### config.mk
export PLATFORM = sky130hd
export DESIGN_NAME = move_sequencer
export DESIGN_NICKNAME = d
export VERILOG_FILES = /design/src/rtl/rbot_pkg.sv /design/src/rtl/move_sequencer_ms_timer.sv /design/src/rtl/move_sequencer.sv
export SDC_FILE = /design/constraint.sdc
export NUM_CORES = 1
export LEC_CHECK = 0
export ABC_AREA = 1
export BUFFER_PORTS_ARGS = -buffer_cell sky130_fd_sc_hd__buf_2
export CAP_MARGIN = 15
export CORE_MARGIN = 3
export CORE_UTILIZATION = 55
export DETAILED_ROUTE_END_ITERATION = 7
export PLACE_DENSITY = 0.76
export SLEW_MARGIN = 10
export SYNTH_ARGS = -nofsm -noshare
export SYNTH_HDL_FRONTEND = slang
export SYNTH_SLANG_ARGS = --single-unit
### constraint.sdc
create_clock -name clock -period 2.1 [get_ports clock]
set_input_delay 0.42 -clock clock [delete_from_list [all_inputs] [get_ports clock]]
set_output_delay 0.42 -clock clock [all_outputs]
set_load 0.02 [all_outputs]
### src/rtl/rbot_pkg.sv
// Shared types and constants for the cube-solver motion path.
// Latency: n/a (declarations only).
// Backpressure: n/a.
package rbot_pkg;

   // Move code: face in [3:1], direction in [0] (0 = clockwise, 1 = counter-clockwise)
   localparam int MOVE_W = 4;
   localparam logic [MOVE_W-1:0] MV_U_CW  = 4'h0;
   localparam logic [MOVE_W-1:0] MV_U_CCW = 4'h1;
   localparam logic [MOVE_W-1:0] MV_D_CW  = 4'h2;
   localparam logic [MOVE_W-1:0] MV_D_CCW = 4'h3;
   localparam logic [MOVE_W-1:0] MV_F_CW  = 4'h4;
   localparam logic [MOVE_W-1:0] MV_F_CCW = 4'h5;
   localparam logic [MOVE_W-1:0] MV_B_CW  = 4'h6;
   localparam logic [MOVE_W-1:0] MV_B_CCW = 4'h7;
   localparam logic [MOVE_W-1:0] MV_L_CW  = 4'h8;
   localparam logic [MOVE_W-1:0] MV_L_CCW = 4'h9;
   localparam logic [MOVE_W-1:0] MV_R_CW  = 4'hA;
   localparam logic [MOVE_W-1:0] MV_R_CCW = 4'hB;

   // 25 MHz system clock
   localparam int CLKS_PER_MS_DEFAULT = 25000;

   // Sequencer state encoding
   localparam logic [2:0] ST_IDLE_ENC   = 3'd0;
   localparam logic [2:0] ST_ISSUE_ENC  = 3'd1;
   localparam logic [2:0] ST_WAIT_ENC   = 3'd2;
   localparam logic [2:0] ST_SETTLE_ENC = 3'd3;
   localparam logic [2:0] ST_FAULT_ENC  = 3'd4;

   typedef enum logic [2:0] {
      S_IDLE   = ST_IDLE_ENC,
      S_ISSUE  = ST_ISSUE_ENC,
      S_WAIT   = ST_WAIT_ENC,
      S_SETTLE = ST_SETTLE_ENC,
      S_FAULT  = ST_FAULT_ENC
   } seq_state_t;

   function automatic int max_int(input int a, input int b);
      return (a > b) ? a : b;
   endfunction

endpackage

### src/rtl/move_sequencer_ms_timer.sv
// Runtime-loadable millisecond timer; expired pulses once per load.
// Latency: load of N ms expires N*CLKS_PER_MS cycles after the load cycle; N=0 expires next cycle.
// Backpressure: none; a load while running restarts the count.
module ms_timer #(
   parameter int CLKS_PER_MS = 25000,
   parameter int MS_W        = 12
) (
   input  logic            clock,
   input  logic            reset,
   input  logic            load,
   input  logic [MS_W-1:0] load_ms,
   output logic            expired
);
   localparam int CYC_W = (CLKS_PER_MS > 1) ? $clog2(CLKS_PER_MS) : 1;
   localparam logic [CYC_W-1:0] CYC_TOP = CYC_W'(CLKS_PER_MS - 1);

   logic [CYC_W-1:0] cyc_q, cyc_d;
   logic [MS_W-1:0]  ms_q, ms_d;
   logic             run_q, run_d;

   // Counts remaining (ms, cycle) down to (0,0); that terminal cycle is the expiry
   assign expired = run_q && (cyc_q == '0) && (ms_q == '0);

   // Next-count logic: load wins over everything, expiry stops the timer
   always_comb begin
      cyc_d = cyc_q;
      ms_d  = ms_q;
      run_d = run_q;
      if (load) begin
         run_d = 1'b1;
         if (load_ms == '0) begin
            ms_d  = '0;
            cyc_d = '0;
         end else begin
            ms_d  = load_ms - MS_W'(1);
            cyc_d = CYC_TOP;
         end
      end else if (expired) begin
         run_d = 1'b0;
      end else if (run_q) begin
         if (cyc_q == '0) begin
            cyc_d = CYC_TOP;
            ms_d  = ms_q - MS_W'(1);
         end else begin
            cyc_d = cyc_q - CYC_W'(1);
         end
      end
   end

   // Counter registers
   always_ff @(posedge clock) begin
      if (reset) begin
         cyc_q <= '0;
         ms_q  <= '0;
         run_q <= 1'b0;
      end else begin
         cyc_q <= cyc_d;
         ms_q  <= ms_d;
         run_q <= run_d;
      end
   end

endmodule

### src/rtl/move_sequencer.sv
// Queues move codes and runs each through start pulse, motor wait (with timeout) and settle.
// Latency: accept-to-motor_start 2 cycles; motor_done to next motor_start SETTLE_MS*CLKS_PER_MS+2.
// Backpressure: move_ready low when the queue is full or after a motor timeout fault.
module move_sequencer
   import rbot_pkg::*;
#(
   parameter int CLKS_PER_MS = CLKS_PER_MS_DEFAULT,
   parameter int SETTLE_MS   = 250,
   parameter int TIMEOUT_MS  = 2000,
   parameter int FIFO_DEPTH  = 4
) (
   input  logic              clock,
   input  logic              reset,
   input  logic              move_valid,
   input  logic [MOVE_W-1:0] move_code,
   output logic              move_ready,
   output logic              motor_start,
   output logic [MOVE_W-1:0] motor_cmd,
   input  logic              motor_done,
   output logic              busy,
   output logic              seq_done,
   output logic              fault
);
   localparam int MS_W  = $clog2(max_int(SETTLE_MS, TIMEOUT_MS) + 1);
   localparam int PTR_W = $clog2(FIFO_DEPTH);
   localparam int CNT_W = PTR_W + 1;

   seq_state_t        state_q, state_d;
   logic              motor_start_q, motor_start_d;
   logic [MOVE_W-1:0] motor_cmd_q, motor_cmd_d;
   logic              seq_done_q, seq_done_d;
   logic              fault_q, fault_d;

   logic [MOVE_W-1:0] fifo_q [FIFO_DEPTH];
   logic [PTR_W-1:0]  wr_ptr_q, wr_ptr_d, rd_ptr_q, rd_ptr_d;
   logic [CNT_W-1:0]  count_q, count_d;

   logic              push, pop, flush;
   logic              tmr_load, tmr_expired;
   logic [MS_W-1:0]   tmr_ms;

   // Decoded purely from registers so upstream sees no input-to-output path
   assign move_ready  = (count_q != CNT_W'(FIFO_DEPTH)) && (state_q != S_FAULT);
   assign busy        = (state_q != S_IDLE) || (count_q != '0);
   assign push        = move_valid && move_ready;
   assign motor_start = motor_start_q;
   assign motor_cmd   = motor_cmd_q;
   assign seq_done    = seq_done_q;
   assign fault       = fault_q;

   ms_timer #(
      .CLKS_PER_MS (CLKS_PER_MS),
      .MS_W        (MS_W)
   ) u_timer (
      .clock   (clock),
      .reset   (reset),
      .load    (tmr_load),
      .load_ms (tmr_ms),
      .expired (tmr_expired)
   );

   // Sequencer next-state, registered-output and queue-pointer decode
   always_comb begin
      state_d       = state_q;
      motor_start_d = 1'b0;
      motor_cmd_d   = motor_cmd_q;
      seq_done_d    = 1'b0;
      fault_d       = fault_q;
      pop           = 1'b0;
      flush         = 1'b0;
      tmr_load      = 1'b0;
      tmr_ms        = MS_W'(SETTLE_MS);
      case (state_q)
         S_IDLE: begin
            // Pop on the way into ISSUE so motor_start and motor_cmd appear together
            if (count_q != '0) begin
               pop           = 1'b1;
               motor_cmd_d   = fifo_q[rd_ptr_q];
               motor_start_d = 1'b1;
               state_d       = S_ISSUE;
            end
         end
         S_ISSUE: begin
            tmr_load = 1'b1;
            tmr_ms   = MS_W'(TIMEOUT_MS);
            state_d  = S_WAIT;
         end
         S_WAIT: begin
            // motor_done is checked first so a coincident expiry is not a fault
            if (motor_done) begin
               if (SETTLE_MS == 0) begin
                  // Zero settle: skip the settle state so the next start is 2 cycles out
                  state_d    = S_IDLE;
                  seq_done_d = (count_q == '0);
               end else begin
                  tmr_load = 1'b1;
                  state_d  = S_SETTLE;
               end
            end else if (tmr_expired) begin
               state_d = S_FAULT;
               fault_d = 1'b1;
               flush   = 1'b1;
            end
         end
         S_SETTLE: begin
            if (tmr_expired) begin
               state_d    = S_IDLE;
               seq_done_d = (count_q == '0);
            end
         end
         S_FAULT: begin
            state_d = S_FAULT;
         end
         default: begin
            state_d = S_IDLE;
         end
      endcase

      wr_ptr_d = wr_ptr_q;
      rd_ptr_d = rd_ptr_q;
      count_d  = count_q;
      if (flush) begin
         wr_ptr_d = '0;
         rd_ptr_d = '0;
         count_d  = '0;
      end else begin
         if (push) wr_ptr_d = wr_ptr_q + PTR_W'(1);
         if (pop)  rd_ptr_d = rd_ptr_q + PTR_W'(1);
         count_d = count_q + CNT_W'(push) - CNT_W'(pop);
      end
   end

   // State, outputs and queue pointers
   always_ff @(posedge clock) begin
      if (reset) begin
         state_q       <= S_IDLE;
         motor_start_q <= 1'b0;
         motor_cmd_q   <= '0;
         seq_done_q    <= 1'b0;
         fault_q       <= 1'b0;
         wr_ptr_q      <= '0;
         rd_ptr_q      <= '0;
         count_q       <= '0;
      end else begin
         state_q       <= state_d;
         motor_start_q <= motor_start_d;
         motor_cmd_q   <= motor_cmd_d;
         seq_done_q    <= seq_done_d;
         fault_q       <= fault_d;
         wr_ptr_q      <= wr_ptr_d;
         rd_ptr_q      <= rd_ptr_d;
         count_q       <= count_d;
      end
   end

   // Queue storage; entries are only meaningful below count, so no reset needed
   always_ff @(posedge clock) begin
      if (push && !flush) fifo_q[wr_ptr_q] <= move_code;
   end

endmodule

After elaboration in Yosys (flattened, before gate mapping)
Memory sizes are Yosys's and may differ from the RTL's. A register that Yosys moved wholly into a read port is not among the register bits.
Cells that the tools add are included.
{ "word_totals": {"register_bits": 40, "ramBits": 16, "output_inout_bits": 9, "memories": 1} }
{ "memory_table": {"columns": ["name", "depth", "width", "rd", "rd_ports_with_merged_regs", "wr", "line_no", "text"], "rows": [
  ["fifo_q", 4, 4, 1, 1, 1, "move_sequencer.sv:34", "logic [MOVE_W-1:0] fifo_q [FIFO_DEPTH];"]
]} }
{ "classes": {"n_addsub": 7, "eq_ne": 10, "mux": 27, "bitwise_logic": 3, "n_reduce_logical": 24} }
{ "ops": {"columns": ["cell", "n"], "rows": [
  ["$mux W15", 5],
  ["$mux W11", 6],
  ["$logic_not A11 Y1", 2],
  ["$sub A11 B1 Y11 const B", 2],
  ["$logic_not A15 Y1", 1],
  ["$pmux W3 S5", 1],
  ["$sub A15 B1 Y15 const B", 1],
  ["$mux W3", 4],
  ["$mux W1", 10],
  ["$ne A3 B3 Y1 const B", 3],
  ["$reduce_and A3 Y1", 3],
  ["$eq A3 B2 Y1 const B", 2],
  ["$logic_not A3 Y1", 2],
  ["$ne A2 B2 Y1 const B", 3],
  ["$reduce_bool A2 Y1", 3],
  ["$reduce_bool A3 Y1", 2],
  ["$logic_and A1 B1 Y1", 5],
  ["$add A2 B1 Y2 const B", 2],
  ["$reduce_and A2 Y1", 2],
  ["$add A3 B1 Y3", 1],
  ["$eq A3 B1 Y1 const B", 1],
  ["$eq A3 B3 Y1 const B", 1],
  ["$not A1 Y1", 3],
  ["$reduce_or A3 Y1", 1],
  ["other kinds (5)", 5]
]} }

Depth between registers and ports, before layout
Gate-level depths: netlist (run 1).
{ "depth": {"ltp_word": 10, "depth_mapped": 12, "ltp_nobuf": 12} }

Cells and area by module
Synthesis (run 1) repeated with hierarchy kept, for this count alone.
{ "hier_totals": {"hier_cells": 538, "area_unflattened_um2": 3779.9} }
{ "by_module_without_submodules": {"columns": ["module", "n_inst", "cells_per_inst", "area_each_um2", "seq_area_each_um2"], "rows": [
  ["ms_timer", 1, 377, 2269.7, 540.5],
  ["move_sequencer", 1, 161, 1510.2, 820.8]
]} }

Worst setup path after synthesis (run 1)
Ideal clock, no wire load.
{ "synth_timing": {"path_kind": "register -> register", "startpoint": "reg state_q[0]", "endpoint": "reg count_q[2]", "t_arrival_ps": 2138, "t_required_ps": 2030, "path_slack_ps": -108, "stages_incl_launch_ff": 13, "path_buffers": 0, "cell_sequence": "dfxtp_1 > inv_1 > nand3_1 > nand2_1 > inv_1 > nand2_1 > ha_1 > inv_1 > ha_1 > inv_1 > fa_1 > or2_2 > a21oi_1"} }
{ "synth_between": {"elab_chain_len": 5, "elab_cells_between_ends": 10, "classes_between": "add/sub: 2; eq/ne: 2; mux: 2; reduce/logical: 4"} }
{ "synth_rtl": {"columns": ["item", "line_no", "text"], "rows": [
  ["start: declaration", "move_sequencer.sv:28", "seq_state_t state_q, state_d;"],
  ["start signal: assignment", "move_sequencer.sv:145", "state_q <= state_d;"],
  ["$ne A3 B3 Y1", "move_sequencer.sv:43", "assign move_ready = (count_q != CNT_W'(FIFO_DEPTH)) && (state_q != S_FAULT);"],
  ["$logic_and A1 B1 Y1", "move_sequencer.sv:43", null],
  ["named net move_ready", "move_sequencer.sv:16", "output logic move_ready,"],
  ["$logic_and A1 B1 Y1", "move_sequencer.sv:45", "assign push = move_valid && move_ready;"],
  ["$add A3 B1 Y3", "move_sequencer.sv:129", "count_d = count_q + CNT_W'(push) - CNT_W'(pop);"],
  ["$sub A3 B1 Y3", "move_sequencer.sv:129", null],
  ["end signal: assignment", "move_sequencer.sv:152", "count_q <= count_d;"],
  ["end: declaration", "move_sequencer.sv:36", "logic [CNT_W-1:0] count_q, count_d;"]
]} }
The timed path passes the listed nets, and every way through them passes these cells.
A chain may end at the register's enable or synchronous reset.

Worst setup path after layout (run 1)
{ "layout_timing": {"startpoint": "reg count_q[1]", "endpoint": "reg count_q[2]"} }
{ "layout_between": {"elab_chain_len": 5, "elab_cells_between_ends": 8, "classes_between": "add/sub: 2; eq/ne: 1; mux: 2; reduce/logical: 3"} }
{ "layout_rtl": {"columns": ["item", "line_no"], "rows": [
  ["$ne A3 B3 Y1", "move_sequencer.sv:43"],
  ["$logic_and A1 B1 Y1", "move_sequencer.sv:43"],
  ["$logic_and A1 B1 Y1", "move_sequencer.sv:45"],
  ["$add A3 B1 Y3", "move_sequencer.sv:129"],
  ["$sub A3 B1 Y3 (*)", "move_sequencer.sv:129"]
]} }
Mark *: on every way between the ends. The rest lies on a longest branch, timed or not.

==> flow_summary_export.csv, run 1 <==
group,metric,value,unit
floorplan,std_cell_rows,27,
floorplan,die_h,82.69,um
finish,n_antenna_cell,0,
drt,ant_nets,0,
yosys,netlist_area,3234,um2
setup_path,crit_path_start_kind,"register",
clock_network,cts_buffer_depth,2,
yosys,synthArstFlopShare,0,%
yosys,synth_top_area_share,27.23,%
clock_network,clk_pin_slew,0.08,ns
placement,port_buffers,16,
floorplan,ios,17,
clock_network,clock_latency,0.34,ns
yosys,syn_nets,464,
yosys,ys_seq_area_share,42.09,%
timing,period_minus_slack,2.022,ns
yosys,synth_area_leader_cell,"dfxtp_1",
drt,first_pass_iters,5,
yosys,synth_edf_count,16,
drt,met2WireLength,3367,um
run,maxCapViolations,0,
global_routing,grt_max_degree,25,
global_routing,grt_use_total,22.35,%
timing,fin_skew,0.006034,ns
setup_path,cp_max_fo,4,
drt,wire_per_inst,12.56,um
setup_path,worstPathArrival,2.30,ns
yosys,synthTopCellsByCount,"nand2_1, nor2_1, nand3_1, inv_1, dfxtp_1",
setup_path,crit_family,"adder cells",
floorplan,core,5608,um2
clock_network,cts_root_buf,"clkbuf_8",
drt,top_layer_used,"met4",
pwr,power.leakage,1.676,nW
setup_path,max_stage_delay,0.39,ns
setup_path,path_class,"register to register",
timing,setup_ws,0.07805,ns
yosys,avgSynthCellArea,7.252,um2
finish,syn2layout_area_growth,14.43,%
yosys,ys_types,33,
timing,max_freq,0.4946,GHz
finish,fin_area,3701,um2
floorplan,die-area,6837,um2
global_routing,antenna_found_initial,0,
yosys,ys_seq_elements,60,
placement,place_hpwl,4882,um
yosys,ys.flop_type,"dfxtp_1",
pwr,peakVddDrop,0.001062,V
placement,placed_area,3432,um2
drt,vias,2907,
hold_path,min_path_type,"input port to register",
setup_path,cp_cell_sequence,"nor2_1, nand2_1, nand2_1, inv_2, nand2_2, ha_1, inv_1, ha_1, inv_1, fa_2, or2_2, a21oi_2",
floorplan,die_width,82.69,um
timing,tightest_slew,0.4104,ns
timing,timing_hold_violations_final,0,
finish,drive_above_1_share,18.71,%
finish,fin_nets,494,
clock_network,cts_tree,"done",
setup_path,worst_ep_required_time,2.38,ns
clock_network,cts_hold_buf,0,
timing,setup_tns,0,ns
floorplan,initial_core_util,57.68,%
clock_network,ctsHtreeMaxLevel,3,
timing,period_share,96.28,%
timing,setup_violations,0,
drt,wl_met3,275,um
timing,relSlewSlack,72.57,%
drt,viasPerCell,5.257,
outcome,status,"finished, final reports clean",
drt,wl_met1,3178,um
drt,wirelength,6946,um
setup_path,cpMaxStageDelayCell,"dfxtp_4",
global_routing,grt_pass1_vias,2698,
yosys,post-synth-top-count-cell,"nand2_1",
placement,gp_congestion,0.8821,
yosys,synth.area.top_cells,"dfxtp_1, edfxtp_1, nand2_1",
yosys,netlist_instances,446,
clock_network,cts_buffers,9,
placement,preCtsSetupSlack,-0.04030,ns
setup_path,worst-path-buf-inv,3,
timing,rsz0062_at_grt,"true",
drt,drc,0,
pwr,p_per_area,1829,nW/um2
yosys,ys_warn_count,0,
drt,drt_iter0_markers,170,
timing,drv_slew,0,
global_routing,grt_overflow,0,
finish,fillers,497,
global_routing,grt_first_pass_wirelength,11650,um
setup_path,endpoint_kind,"register",
clock_network,cts_sinks,60,
==> power breakdown <==
group	internal, mW	switching [mW]	leakage (nW)
clock	0.568	0.523	0.102
combinational	1.41	2.38	1.06
sequential	1.54	0.337	0.510
total	3.53	3.24	1.68
==> sequential cells by signal, summed over array words and instances, names as in the netlist <==
name and count:
u_timer.run_q 1, fault 1, motor_cmd 4, wr_ptr_q 2
u_timer.cyc_q 15, rd_ptr_q 2, fifo_q 16, motor_start 1
count_q 3, seq_done 1, u_timer.ms_q 11, state_q 3
==> cells by family (layout without fill, tap and decap cells) <==
logic type      after synthesis  after routing  synth area share (%)
compound gates               63             63                 10.64
xor+xnor                      6              6                 1.625
flops                        60             60                 42.09
simple gates                242            242                 33.35
fa+ha+maj                    10             10                 4.101
buf+inv                      65            100                 8.201
==> worst paths after layout <==
path	from	depth (start not counted)	slack, ns	to
max	count_q[1]$_SDFF_PP0_	12	0.08	count_q[2]$_SDFF_PP0_
min reg2reg	fault$_SDFFE_PP0P_	2	0.48	fault$_SDFFE_PP0P_
min	move_code[0]	1	0.29	fifo_q[0][0]$_DFFE_PP_
max reg2reg	count_q[1]$_SDFF_PP0_	12	0.08	count_q[2]$_SDFF_PP0_
==> cell type report <==
cell class / instances / area (um2) / share of cell area, %
multi-input combinational: 321 / 1642 / 44.35
sequential: 60 / 1369 / 36.98
timing repair buffer: 32 / 200.2 / 5.409
inverter: 52 / 195.2 / 5.274
clock buffer: 9 / 123.9 / 3.347
tap: 72 / 90.09 / 2.434
clock inverter: 7 / 81.33 / 2.197
==> through the flow <==
step	instances	util, %	hold slack [ns]	power [mW]
2_1_floorplan	446	-	0.4670	4.821
3_3_place_gp	533	61.20	0.4497	5.441
6_report	553	66.00	0.2931	6.770
5_1_grt	553	66.00	0.2730	7.429
4_1_cts	550	65.10	0.2759	6.706
3_5_place_dp	533	61.20	0.4567	5.569
==> placed cells by master (no fill, tap or decap), types with 2 or more instances in the layout <==
| cell | count |
|---|---|
| nand2_1 | 89 |
| nor2_1 | 65 |
| nand3_1 | 49 |
| inv_1 | 45 |
| dfxtp_1 | 40 |
| a21oi_1 | 30 |
| o21ai_0 | 24 |
| edfxtp_1 | 16 |
| buf_2 | 16 |
| buf_4 | 16 |
| nor2_2 | 9 |
| ha_1 | 9 |
| clkbuf_8 | 9 |
| inv_2 | 7 |
| nand2_2 | 5 |
| nand4_1 | 5 |
| inv_6 | 5 |
| nor3_1 | 4 |
| or2_2 | 4 |
| a31oi_1 | 4 |
| nor2_4 | 3 |
| xnor2_1 | 3 |
| xor2_1 | 3 |
| dfxtp_2 | 3 |
| nor3_2 | 2 |
| nand3_2 | 2 |
| nand2_4 | 2 |
| nor3b_1 | 2 |
==> repair_timing <==
item | in CTS | in global routing
resized for setup | 3 | 10
setup buffers | 1 | 3
endpoints found under the setup margin | 1 | 13
pin swaps | 0 | 0
==> layer usage <==
| metal | GRT usage, % | vias up |
|---|---|---|
| li1 | - | 1508 |
| met3 | 5.857 | 16 |
| met5 | 0 | - |
| met1 | 26.60 | 1328 |
| met4 | 9.641 | 0 |
| met2 | 37.90 | 55 |
Note: power is estimated with default switching activity, not from simulation.
==> inputs of run 2 (changes only) <==
PLACE_DENSITY = 0.87   (was 0.76)
==> flow_summary_export.csv, run 2 (synthesis results as in run 1) <==
group,metric,value,unit
outcome,status,"complete, but fails checks",
outcome,violations,"setup timing",
timing,worst_hold_slack,0.2943,ns
setup_path,max_stage_delay,0.37,ns
hold_path,whs_path_depth,1,
drt,wire_per_inst,12.87,um
hold_path,hp-start,"move_code[3]",
clock_network,cts_tree,"done",
finish,n_antenna_cell,0,
pwr,p_per_area,1864,nW/um2
clock_network,clock_latency,0.34,ns
drt,viasPerCell,5.446,
setup_path,crit_path_start_kind,"register",
hold_path,min_path_type,"input port to register",
timing,tightest_slew,0.3793,ns
drt,ant_nets,0,
floorplan,ios,17,
setup_path,timing.rr.start,"count_q[1]$_SDFF_PP0_",
setup_path,startpoint,"count_q[1]$_SDFF_PP0_",
finish,largestRegisters,"fifo_q: 16 flops, u_timer.cyc_q: 15 flops, u_timer.ms_q: 11 flops",
timing,fin_skew,0.006616,ns
clock_network,clk_pin_slew,0.07,ns
finish,multi_input_area,1645,um2
pwr,peakVddDrop,0.001177,V
finish,largest_register_ffs,16,
drt,first_pass_iters,5,
setup_path,r2r_end,"count_q[2]$_SDFF_PP0_",
timing,setup_tns,-0.03534,ns
hold_path,min_delay_worst_endpoint,"fifo_q[0][3]$_DFFE_PP_",
floorplan,initial_core_util,57.68,%
placement,gp_congestion,0.8927,
timing,setup_violations,1,
placement,port_buffers,16,
floorplan,die-area,6837,um2
floorplan,std_cell_rows,27,
global_routing,grt_overflow,0,
setup_path,worstPathArrival,2.41,ns
finish,fillers,465,
clock_network,cts_root_buf,"clkbuf_8",
timing,drv_slew,0,
setup_path,path_class,"register to register",
setup_path,cp_cell_sequence,"nor2_1, nand2_1, nand2_1, inv_2, nand2_2, ha_1, inv_1, ha_1, inv_1, fa_2, or2_2, a21oi_2",
clock_network,ctsHtreeMaxLevel,3,
global_routing,grt_first_pass_wirelength,11760,um
timing,period_share,101.7,%
floorplan,die_width,82.69,um
setup_path,rr_worst_depth,12,
drt,wirelength,7068,um
clock_network,cts_buffers,9,
setup_path,endpoint_kind,"register",
timing,relSlewSlack,74.65,%
setup_path,rrSetupSlack,-0.04,ns
clock_network,cts_sinks,60,
placement,preCtsSetupSlack,-0.04085,ns
placement,place_hpwl,4895,um
finish,final_cell_mix,"nand2_1, nor2_1, nand3_1",
finish,ff_latch_area,1371,um2
floorplan,die_h,82.69,um
setup_path,cp_max_fo,4,
timing,rsz0062_at_grt,"true",
setup_path,crit_family,"simple AND/OR/NAND/NOR gates",
finish,drive_above_1_share,17.82,%
drt,drc,0,
global_routing,grt_use_total,22.72,%
global_routing,antenna_found_initial,0,
finish,regMostFlops,"fifo_q",
global_routing,grt_max_degree,25,
run,maxCapViolations,0,
finish,final_common_cell,"nand2_1",
pwr,power.leakage,1.674,nW
clock_network,cts_buffer_depth,2,
timing,setup_ws,-0.03534,ns
clock_network,cts_hold_buf,0,
setup_path,cpMaxStageDelayCell,"dfxtp_4",
timing,timing_hold_violations_final,0,
timing,period_minus_slack,2.135,ns
global_routing,grt_pass1_vias,2716,
timing,max_freq,0.4683,GHz
setup_path,worst_ep_required_time,2.37,ns
setup_path,worst-path-buf-inv,3,
drt,drt_iter0_markers,219,
finish,syn2layout_area_growth,14.74,%
floorplan,core,5608,um2
finish,utilization,66.18,%
drt,vias,2990,
finish,fin_nets,490,
-- run 2: stage by stage --
stage / power (mW) / std cells / cell area, um2
floorplan: 4.821 / 446 / 3244
global route: 7.575 / 549 / 3711
finish: 6.916 / 549 / 3711
global placement: 5.391 / 531 / 3417
detailed placement: 5.535 / 531 / 3417
CTS: 6.836 / 548 / 3674
-- run 2: worst reg2reg max path, delay by kind of cell, from the launching register on --
| family | cells | cell delay (ns) |
|---|---|---|
| AND/OR/NAND/NOR | 5 | 0.71 |
| AO/OA/AOI/OAI | 1 | 0.14 |
| buffers and inverters | 3 | 0.18 |
| adder cells (fa/ha/maj) | 3 | 0.69 |
| flip-flops | 1 | 0.37 |
-- run 2: layout make-up --
cell class	instances	share of cell area, %
sequential	60	36.95
timing repair buffer	28	4.585
multi-input combinational	321	44.34
tap	72	2.428
inverter	52	5.260
clock inverter	7	3.102
clock buffer	9	3.338
-- run 2: worst max-delay path by stage --
| stage | slack [ns] | cells past startpoint | endpoint |
|---|---|---|---|
| 5_1_grt | -0.21 | 12 | count_q[2]$_SDFF_PP0_ |
| 3_5_place_dp | -0.04 | 12 | count_q[2]$_SDFF_PP0_ |
| 2_1_floorplan | 0.01 | 10 | count_q[2]$_SDFF_PP0_ |
| 4_1_cts | 0.02 | 12 | count_q[2]$_SDFF_PP0_ |
| 6_report | -0.04 | 12 | count_q[2]$_SDFF_PP0_ |
| 3_3_place_gp | 0.04 | 12 | count_q[2]$_SDFF_PP0_ |
-- run 2: where the power goes --
part           total (mW)  switching [mW]  internal [mW]  leakage [nW]
combinational        3.77            2.40           1.37          1.05
sequential           1.90           0.353           1.55         0.510
clock                1.24           0.460          0.783         0.117
-- run 2: metal layers --
layer | wire length (um) | up-vias | GRT usage [%]
met5 | 0 | - | 0
met4 | 175 | 0 | 9.967
met3 | 404 | 16 | 5.423
met2 | 3553 | 100 | 40.14
met1 | 2934 | 1366 | 25.94
li1 | - | 1508 | -
-- run 2: what timing repair did --
action                                  in CTS  in global routing
endpoints found under the setup margin       1                 11
gates resized for setup                      3                 12
buffers inserted                             1                  1
pin swaps                                    0                  1
==> inputs of run 3 (changes only) <==
CTS_BUF_LIST = sky130_fd_sc_hd__clkbuf_16   (was not set)
==> flow_summary_export.csv, run 3 (synthesis results as in run 1) <==
group,metric,value,unit
pwr,power.leakage,1.734,nW
timing,rsz0062_at_grt,"true",
finish,regMostFlops,"fifo_q",
global_routing,grt_use_total,23.72,%
finish,syn2layout_area_growth,18.49,%
timing,drv_slew,0,
placement,gp_congestion,0.8927,
drt,first_pass_iters,7,
timing,setup_violations,0,
pwr,power,7.440,mW
global_routing,gr-usage-met3,4.447,%
finish,fillers,437,
hold_path,min_path_type,"input port to register",
finish,final_cell_mix,"nand2_1, nor2_1, nand3_1",
drt,wirelength,7579,um
clock_network,cts_root_buf,"clkbuf_16",
setup_path,path_class,"register to register",
outcome,status,"finished, final reports clean",
placement,port_buffers,16,
finish,largest_register_ffs,16,
clock_network,cts_hold_buf,0,
floorplan,die_width,82.69,um
global_routing,grt_max_degree,25,
setup_path,worstPathArrival,2.05,ns
timing,setup_tns,0,ns
finish,largestRegisters,"fifo_q: 16 flops, u_timer.cyc_q: 15 flops, u_timer.ms_q: 11 flops",
pwr,peakVddDrop,0.001168,V
floorplan,ios,17,
floorplan,die_h,82.69,um
setup_path,endpoint_kind,"register",
drt,ant_nets,0,
global_routing,use_met2,41.67,%
clock_network,clk_pin_slew,0.05,ns
finish,drive_above_1_share,17.75,%
clock_network,cts_buffer_depth,2,
global_routing,grt_overflow,0,
finish,layout.cells.non_filler,551,
setup_path,cp_max_fo,6,
global_routing,antenna_found_initial,0,
setup_path,crit_path_start_kind,"register",
placement,preCtsSetupSlack,-0.04085,ns
timing,period_share,98.96,%
clock_network,cts_tree,"done",
timing,relSlewSlack,73.56,%
global_routing,grt-busiest-layer,"met2",
placement,place_hpwl,4895,um
timing,tightest_slew,0.3956,ns
placement,placedCellCount,531,
floorplan,std_cell_rows,27,
clock_network,clock_latency,0.32,ns
drt,wire_per_inst,13.75,um
timing,max_freq,0.4812,GHz
floorplan,die-area,6837,um2
finish,final_common_cell,"nand2_1",
floorplan,initial_core_util,57.68,%
global_routing,grt_first_pass_wirelength,12400,um
global_routing,grt_pass1_vias,2834,
timing,timing_hold_violations_final,0,
clock_network,cts_buffers,9,
timing,fin_skew,0.005246,ns
drt,drc,0,
drt,drt_iter0_markers,261,
timing,worst_hold_slack,0.3114,ns
timing,setup_ws,0.02186,ns
drt,vias,3022,
run,maxCapViolations,0,
timing,period_minus_slack,2.078,ns
clock_network,cts_sinks,60,
setup_path,worst_ep_required_time,2.07,ns
floorplan,core,5608,um2
pwr,p_per_area,1941,nW/um2
drt,viasPerCell,5.485,
clock_network,ctsHtreeMaxLevel,3,
global_routing,use_met1,27.35,%
finish,fin_nets,492,
finish,n_antenna_cell,0,
[run 3: cell count changes in the layout (fill, tap and decap cells not counted), sizes merged]
cell / previous run / this run
buf: 28 / 30
[run 3: worst max-delay path, stage by stage (launching register included)]
cell and delay (ns):
dfxtp_1 0.33, inv_1 0.07, ha_1 0.26, nand2_2 0.18
nor2_4 0.06, nand2_4 0.10, nor2_4 0.05, nand4_1 0.13
nand3_1 0.19, nor2_1 0.36
[run 3: worst paths after layout]
path,cells after the start,to,start,slack (ns)
worst min register to register,2,u_timer.cyc_q[5]$_SDFFE_PP0P_,u_timer.cyc_q[5]$_SDFFE_PP0P_,0.50
worst min-delay path,1,fifo_q[1][3]$_DFFE_PP_,move_code[3],0.31
worst max-delay path,9,fifo_q[1][1]$_DFFE_PP_,u_timer.cyc_q[0]$_SDFFE_PP0P_,0.02
worst max register to register,9,fifo_q[1][1]$_DFFE_PP_,u_timer.cyc_q[0]$_SDFFE_PP0P_,0.02
[run 3: power breakdown]
group          total (mW)  internal, mW  switching [mW]  leakage, nW
logic                3.87          1.41            2.46         1.06
clock network        1.67          1.15           0.513        0.163
registers            1.91          1.55           0.360        0.510
[run 3: routing by layer]
| layer | routed length, um | share of wire (%) |
|---|---|---|
| met1 | 3023 | 40 |
| met2 | 3858 | 51 |
| met3 | 476 | 6.3 |
| met5 | 0 | 0 |
| met4 | 221 | 2.9 |
[run 3: metrics by stage]
step / instance area (um2) / util (%)
2_1_floorplan: 3244 / -
3_3_place_gp: 3417 / 60.93
3_5_place_dp: 3417 / 60.93
4_1_cts: 3777 / 67.36
5_1_grt: 3832 / 68.34
6_report: 3832 / 68.34
[run 3: what timing repair did]
action,4_1_cts,5_1_grt
resized for setup,4,11
buffers inserted,1,3
setup endpoints to repair,1,17
pin swaps,0,1
[run 3: area by class of cell]
cell class	instances	area, um2	share of cell area (%)
flip-flops and latches	60	1371	35.78
clock inverters	7	115.1	3.004
multi-input cells	321	1650	43.06
inverters	52	195.2	5.093
well taps	72	90.09	2.351
repair buffers	30	185.2	4.832
clock buffers	9	225.2	5.877
